**src/rtl/asrv32_mem_arbiter_pkg.sv**
```systemverilog
//============================================================================
// Module : asrv32_mem_arbiter_pkg
// Brief  : Shared encodings for the two-requester memory arbiter.
// Rev    : 1.0  initial release
//============================================================================
`default_nettype none

package asrv32_mem_arbiter_pkg;

    localparam logic [1:0] ARB_IDLE  = 2'd0;
    localparam logic [1:0] ARB_GNT_D = 2'd1;
    localparam logic [1:0] ARB_GNT_I = 2'd2;

    localparam int GNT_BIT_D = 0;
    localparam int GNT_BIT_I = 1;

    localparam logic [3:0] SEL_WORD = 4'b1111;

    localparam logic WINNER_D = 1'b0;
    localparam logic WINNER_I = 1'b1;

endpackage

`default_nettype wire

```
**src/rtl/asrv32_rr_arbiter2.sv**
```systemverilog
//============================================================================
// Module : asrv32_rr_arbiter2
// Brief  : Combinational 2-way round-robin pick between D and I requesters.
// Rev    : 1.0  initial release
//============================================================================
`default_nettype none

module asrv32_rr_arbiter2
    import asrv32_mem_arbiter_pkg::*;
(
    input  logic req_d,
    input  logic req_i,
    input  logic last_winner,
    output logic pick_d,
    output logic pick_i
);

    // On contention the requester that did not win last time goes first.
    always_comb begin
        pick_d = req_d && (!req_i || (last_winner == WINNER_I));
        pick_i = req_i && !pick_d;
    end

endmodule

`default_nettype wire

```
**src/rtl/asrv32_mem_arbiter.sv**
```systemverilog
//============================================================================
// Module : asrv32_mem_arbiter
// Brief  : Wishbone-classic arbiter sharing one memory port between fetch (I)
//          and memory-access (D); one outstanding transaction at a time.
//          Optional bus timeout enabled by ASRV32_MEM_ARB_TIMEOUT_EN.
// Rev    : 1.0  initial release
//============================================================================
`default_nettype none

module asrv32_mem_arbiter
    import asrv32_mem_arbiter_pkg::*;
#(
    parameter int ADDR_W         = 32,
    parameter int DATA_W         = 32,
    parameter int TIMEOUT_CYCLES = 255
) (
    input  logic              i_clk,
    input  logic              i_rst_n,
    input  logic              i_stb_d,
    input  logic              i_we_d,
    input  logic [ADDR_W-1:0] i_addr_d,
    input  logic [DATA_W-1:0] i_wdata_d,
    input  logic [3:0]        i_sel_d,
    output logic              o_ack_d,
    output logic [DATA_W-1:0] o_rdata_d,
    output logic              o_err_d,
    input  logic              i_stb_i,
    input  logic [ADDR_W-1:0] i_addr_i,
    output logic              o_ack_i,
    output logic [DATA_W-1:0] o_rdata_i,
    output logic              o_err_i,
    output logic              o_stb,
    output logic              o_we,
    output logic [ADDR_W-1:0] o_addr,
    output logic [DATA_W-1:0] o_wdata,
    output logic [3:0]        o_sel,
    input  logic              i_ack,
    input  logic [DATA_W-1:0] i_rdata,
    output logic [1:0]        o_grant
);

    logic [1:0]        rst_sync;
    logic              rst_n;
    logic [1:0]        state;
    logic [1:0]        state_nxt;
    logic              last_winner;
    logic              last_winner_nxt;
    logic              pick_d;
    logic              pick_i;
    logic              expire;

    logic              stb_nxt;
    logic              we_nxt;
    logic [ADDR_W-1:0] addr_nxt;
    logic [DATA_W-1:0] wdata_nxt;
    logic [3:0]        sel_nxt;
    logic [1:0]        grant_nxt;
    logic              ack_d_nxt;
    logic              ack_i_nxt;
    logic              err_d_nxt;
    logic              err_i_nxt;
    logic [DATA_W-1:0] rdata_d_nxt;
    logic [DATA_W-1:0] rdata_i_nxt;

    // Reset asserts asynchronously but releases only on a clock edge.
    always_ff @(posedge i_clk or negedge i_rst_n) begin
        if (!i_rst_n) rst_sync <= 2'b00;
        else          rst_sync <= {rst_sync[0], 1'b1};
    end
    assign rst_n = rst_sync[1];

    asrv32_rr_arbiter2 u_rr (
        .req_d       (i_stb_d),
        .req_i       (i_stb_i),
        .last_winner (last_winner),
        .pick_d      (pick_d),
        .pick_i      (pick_i)
    );

`ifdef ASRV32_MEM_ARB_TIMEOUT_EN
    localparam int CNT_W = ($clog2(TIMEOUT_CYCLES + 1) > 8) ? $clog2(TIMEOUT_CYCLES + 1) : 8;
    logic [CNT_W-1:0] tmo_cnt;

    always_ff @(posedge i_clk or negedge rst_n) begin
        if (!rst_n)                tmo_cnt <= '0;
        else if (state == ARB_IDLE) tmo_cnt <= '0;
        else                       tmo_cnt <= tmo_cnt + 1'b1;
    end

    // An ack arriving on the expiry cycle takes precedence over the abort.
    assign expire = (state != ARB_IDLE) && !i_ack &&
                    (tmo_cnt == CNT_W'(TIMEOUT_CYCLES - 1));
`else
    // No timeout: a negative limit can never be reached, so this stays low.
    assign expire = (TIMEOUT_CYCLES < 0);
`endif

    always_ff @(posedge i_clk or negedge rst_n) begin
        if (!rst_n) begin
            state       <= ARB_IDLE;
            last_winner <= WINNER_I;
            o_stb       <= 1'b0;
            o_we        <= 1'b0;
            o_addr      <= '0;
            o_wdata     <= '0;
            o_sel       <= '0;
            o_grant     <= '0;
            o_ack_d     <= 1'b0;
            o_ack_i     <= 1'b0;
            o_err_d     <= 1'b0;
            o_err_i     <= 1'b0;
            o_rdata_d   <= '0;
            o_rdata_i   <= '0;
        end else begin
            state       <= state_nxt;
            last_winner <= last_winner_nxt;
            o_stb       <= stb_nxt;
            o_we        <= we_nxt;
            o_addr      <= addr_nxt;
            o_wdata     <= wdata_nxt;
            o_sel       <= sel_nxt;
            o_grant     <= grant_nxt;
            o_ack_d     <= ack_d_nxt;
            o_ack_i     <= ack_i_nxt;
            o_err_d     <= err_d_nxt;
            o_err_i     <= err_i_nxt;
            o_rdata_d   <= rdata_d_nxt;
            o_rdata_i   <= rdata_i_nxt;
        end
    end

    always_comb begin
        state_nxt = state;
        case (state)
            ARB_IDLE: begin
                if (pick_d)      state_nxt = ARB_GNT_D;
                else if (pick_i) state_nxt = ARB_GNT_I;
            end
            ARB_GNT_D,
            ARB_GNT_I: begin
                if (i_ack || expire) state_nxt = ARB_IDLE;
            end
            default: state_nxt = ARB_IDLE;
        endcase
    end

    // Bus fields are only loaded from IDLE, so they hold for the whole grant.
    always_comb begin
        last_winner_nxt = last_winner;
        stb_nxt         = o_stb;
        we_nxt          = o_we;
        addr_nxt        = o_addr;
        wdata_nxt       = o_wdata;
        sel_nxt         = o_sel;
        grant_nxt       = o_grant;
        ack_d_nxt       = 1'b0;
        ack_i_nxt       = 1'b0;
        err_d_nxt       = 1'b0;
        err_i_nxt       = 1'b0;
        rdata_d_nxt     = o_rdata_d;
        rdata_i_nxt     = o_rdata_i;
        case (state)
            ARB_IDLE: begin
                if (pick_d) begin
                    stb_nxt              = 1'b1;
                    we_nxt               = i_we_d;
                    addr_nxt             = i_addr_d;
                    wdata_nxt            = i_wdata_d;
                    sel_nxt              = i_sel_d;
                    grant_nxt            = '0;
                    grant_nxt[GNT_BIT_D] = 1'b1;
                end else if (pick_i) begin
                    stb_nxt              = 1'b1;
                    we_nxt               = 1'b0;
                    addr_nxt             = i_addr_i;
                    wdata_nxt            = '0;
                    sel_nxt              = SEL_WORD;
                    grant_nxt            = '0;
                    grant_nxt[GNT_BIT_I] = 1'b1;
                end
            end
            ARB_GNT_D: begin
                if (i_ack || expire) begin
                    stb_nxt         = 1'b0;
                    grant_nxt       = '0;
                    last_winner_nxt = WINNER_D;
                    ack_d_nxt       = i_ack;
                    err_d_nxt       = !i_ack;
                    if (i_ack) rdata_d_nxt = i_rdata;
                end
            end
            ARB_GNT_I: begin
                if (i_ack || expire) begin
                    stb_nxt         = 1'b0;
                    grant_nxt       = '0;
                    last_winner_nxt = WINNER_I;
                    ack_i_nxt       = i_ack;
                    err_i_nxt       = !i_ack;
                    if (i_ack) rdata_i_nxt = i_rdata;
                end
            end
            default: begin
                stb_nxt   = 1'b0;
                grant_nxt = '0;
            end
        endcase
    end

endmodule

`default_nettype wire

```
**config.mk**
```make
export PLATFORM = sky130hd
export DESIGN_NAME = asrv32_mem_arbiter
export DESIGN_NICKNAME = d
export VERILOG_FILES = /design/src/rtl/asrv32_mem_arbiter_pkg.sv /design/src/rtl/asrv32_rr_arbiter2.sv /design/src/rtl/asrv32_mem_arbiter.sv
export SDC_FILE = /design/constraint.sdc
export NUM_CORES = 1
export LEC_CHECK = 0
export ABC_AREA = 1
export BUFFER_PORTS_ARGS = -buffer_cell sky130_fd_sc_hd__clkbuf_2
export CORE_UTILIZATION = 39
export CTS_CLUSTER_SIZE = 16
export DETAILED_ROUTE_END_ITERATION = 8
export PLACE_DENSITY = 0.83
export SLEW_MARGIN = 30
export SYNTH_ARGS = -nofsm -noshare
export SYNTH_HDL_FRONTEND = slang
export SYNTH_HIERARCHICAL = 1
export SYNTH_SLANG_ARGS = --single-unit
```
**constraint.sdc**
```tcl
create_clock -name i_clk -period 4.3 [get_ports i_clk]
set_input_delay 1.29 -clock i_clk [delete_from_list [all_inputs] [get_ports i_clk]]
set_output_delay 1.29 -clock i_clk [all_outputs]
set_load 0.005 [all_outputs]
```
==> metrics.md <==
| Metric | Value |
|---|---|
| Placed wire-length estimate | 10,400 um |
| Crit path max-delay cell type | buf_4 |
| Number of violations of the max-capacitance limit | 0 |
| Setup repair after global routing missed its margin | false |
| Number of iterations in the first detailed-routing pass | 4 |
| Number of inserted diodes | 0 |
| Flops & latches, synth | 141 |
| Post-route insts no fill | 1,142 |
| Number of setup buffers added after CTS | 0 |
| Top cell family by delay on the critical path | buffers and inverters |
| Worst-skew pair later-pin latency | around 0.4 ns |
| Largest net degree at the start of global routing | 68 |
| DRC marker count from the first detailed-route iteration | 191 |
| GPL Wtd Cong | 0.777 |
| Slowest cell delay on critical path | 0.52 ns |
| Initial cell density of the core | 40.2% |
| Placeable core region | 14,600 um^2 |
| Worst vdd ir | 302 uV |
| Fin. max-slew vios | 0 |
| Post-DRT Antenna Nets | 0 |
| Post-cts gate resize count | 0 |
| WHS | 0.355 ns |
| Max clock buf depth | 2 |
| Launch instance of the worst register-to-register path | last_winner |
| Buffers & Inverters on Critical Path | 4 |
| Relative max-transition margin | 45.4% |
| Count of filler cells inserted in the layout | ~1,300 |
| Type of origin of the critical path | input pin |
| All-layer global routing usage | between 10% and 20% |
| Maximum clock frequency | a little under 400 MHz |
| First-pass GRT wire length | between 20,000 and 25,000 um |
| Overflow left after global routing | 0 |
| Post-cts hold buffer count | 0 |
| Final Net Count | 1,088 |
| CTS clk-pin slew, worst paths | roughly 0.060 ns |
| Vias per cell | between 4 and 5 |
| Share of the synthesized area in compound gates (AO/OA/AOI/OAI) | between 8 and 9% |
| Final Critical Period | between 2 and 3 ns |
| Post-detailed-route wirelength per cell | 12.6 um |
| Worst min-delay path class | flip-flop to flip-flop |
| Outcome | completed |
| Number of distinct library cell variants in the gate-level netlist after synthesis | 20 |
| Worst flop-to-flop path endpoint | o_wdata[28] |
| Adder-cell area share of the yosys netlist | 1.07% |
| Arrival time of data at the critical path endpoint | 2.86 ns |
| Reg2reg path depth | 7 |
| Type of destination of the critical path | flip-flop |
| Number of buffers inserted by port buffering | 275 |
| Layout-stage area growth over the synthesis result | 34.4% |
| Share of post-route cells with drive strength above 1 | 33.4% |
| Summed instance area of the synthesized netlist | 5860 um^2 |
| Simple-gate area share of the yosys netlist | 21.1% |
| P_leak | ~4.7 nW |
| Share of synthesized area occupied by flip-flops and latches | 60.2% |
| H-tree level count | 4 |
| Root buffer cell | clkbuf_16 |
| Post-route fraction of the period consumed by the critical path | 58.6% |
| Cell-by-cell listing of the critical path | clkbuf_2, inv_1, a21oi_4, buf_4, o21ai_4, buf_4, nand2_1, nand2_1 |
| Height of the chip | 125 um |
| TritonCTS clock tree | yes |
| Clk sink count | 141 |
| DP Cell Count | roughly 1,100 |
| Via total after detailed routing | approximately 5,000 |
| Beginning of the critical path | i_stb_d |
| Average instance area after synthesis | 8.59 um^2 |
| TritonCTS buffer count | 17 |
| Boundary Pins | 278 |
| Critical path endpoint | o_wdata[28] |
| DRC errors left | 0 |
| Tightest Pin Transition | 0.816 ns |
| Number of antenna violations at the first check in global routing | 0 |
| Post-synthesis share of cell area spent on xor and xnor gates | 0% |
| Power per cell area | ~690 nW/um^2 |
| Worst-path maximum fanout | 67 |
| Maximum clock skew at final layout | 0.00967 ns |
| Main combinational cell family by area after synthesis | simple AND/OR/NAND/NOR gates |
| Placement Rows | 44 |
| DIE WIDTH | 125 um |
| Final sum of negative setup slack | 0 ns |
| Multiplexer fraction of the synthesized cell area | 0% |
| Count of final setup violators | 0 |
| Count of endpoints failing hold in the final timing report | 0 |
| Die Footprint | 15,500 um^2 |
| Required time at the worst-slack endpoint | 4.64 ns |
| Critical path class | input pin to flip-flop |
| Final Routed Wirelength | 14,400 um |
| Post-layout util | a little over half |
| Warning count from the yosys run | 6 |
| Gate count of the mapped netlist | 682 |
| Depth of the critical timing path with buffers and inverters included | 8 |
| Number of global-route vias before repair | 4,926 |
| Post-layout power | 5.45 mW |
| Internal reg-to-reg setup slack | 2.26 ns |
## through the flow
stage,cell area [um^2],worst slack (ns)
3_3_place_gp,7290,1.40
5_1_grt,7880,1.66
3_5_place_dp,7300,1.35
6_report,7880,1.78
4_1_cts,7870,1.79
2_1_floorplan,5860,0.0823
## placed cells by master (no fill, tap or decap), drive strengths merged
cell type	Yosys	routed
a21boi	1	1
a21oi	1	1
buf	26	4
bufinv	0	2
clkbuf	10	294
clkinv	0	6
clkinvlp	0	3
conb	2	3
dfrtp	140	140
dfstp	1	1
ha	5	5
inv	74	76
nand2	307	307
nand3	2	2
nor2	15	15
o21ai	98	98
## per-layer routing
layer	track usage, %	vias to the layer above	routed length, um
li1	-	2588	-
met2	32.8	225	6970
met1	23.1	2251	6160
met3	6.31	12	1120
met5	0	-	0
met4	7.30	0	184
## cells in the mapped netlist (all sizes together)
master | number | area [um^2]
ha | 5 | 62.6
dfrtp | 140 | 3500
clkbuf | 10 | 37.5
a21oi | 1 | 8.76
o21ai | 98 | 490
conb | 2 | 7.51
nand2 | 307 | 1160
inv | 74 | 280
a21boi | 1 | 11.3
dfstp | 1 | 26.3
buf | 26 | 198
nand3 | 2 | 10.0
nor2 | 15 | 63.8
## flip-flops by register name, indices dropped and copies added, names as in the netlist
| signal | flops |
|---|---|
| o_stb | 1 |
| last_winner | 1 |
| o_ack_d | 1 |
| o_addr | 32 |
| o_sel | 4 |
| o_we | 1 |
| o_rdata_d | 32 |
| rst_sync | 2 |
| o_rdata_i | 32 |
| o_ack_i | 1 |
| o_wdata | 32 |
| state | 2 |
## layout make-up
| cell class | count | area (um^2) | area share, % |
|---|---|---|---|
| clock buffers | 19 | 433 | 5.50 |
| well taps | 184 | 230 | 2.92 |
| flip-flops and latches | 141 | 3530 | 44.9 |
| multi-input cells | 432 | 1850 | 23.5 |
| inverters | 74 | 280 | 3.56 |
| repair buffers | 279 | 1410 | 17.9 |
| clock inverters | 13 | 141 | 1.80 |
## how the worst min path moves through the flow
| stage | depth (start not counted) | from | to | slack, ns |
|---|---|---|---|---|
| detailed placement | 0 | rst_sync[0] | rst_sync[1] | 0.35 |
| finish | 0 | rst_sync[0] | rst_sync[1] | 0.35 |
| global placement | 0 | rst_sync[0] | rst_sync[1] | 0.34 |
| floorplan | 0 | rst_sync[0] | rst_sync[1] | 0.33 |
| CTS | 0 | rst_sync[0] | rst_sync[1] | 0.36 |
| global route | 0 | rst_sync[0] | rst_sync[1] | 0.38 |
## logic make-up (layout without fill, tap and decap cells)
family	after synthesis	in the layout
AND/OR/NAND/NOR	324	324
flip-flops	141	141
buffers and inverters	110	385
AO/OA/AOI/OAI	100	100
adder cells (fa/ha/maj)	5	5
other	2	3
## power by group
part | internal, mW | switching (mW) | leakage [nW]
Sequential | 1.92 | 0.344 | 1.76
Combinational | 0.754 | 1.02 | 2.64
Clock | 0.857 | 0.560 | 0.274
Total | 3.53 | 1.92 | 4.68
Note: power is estimated with default switching activity, not from simulation.
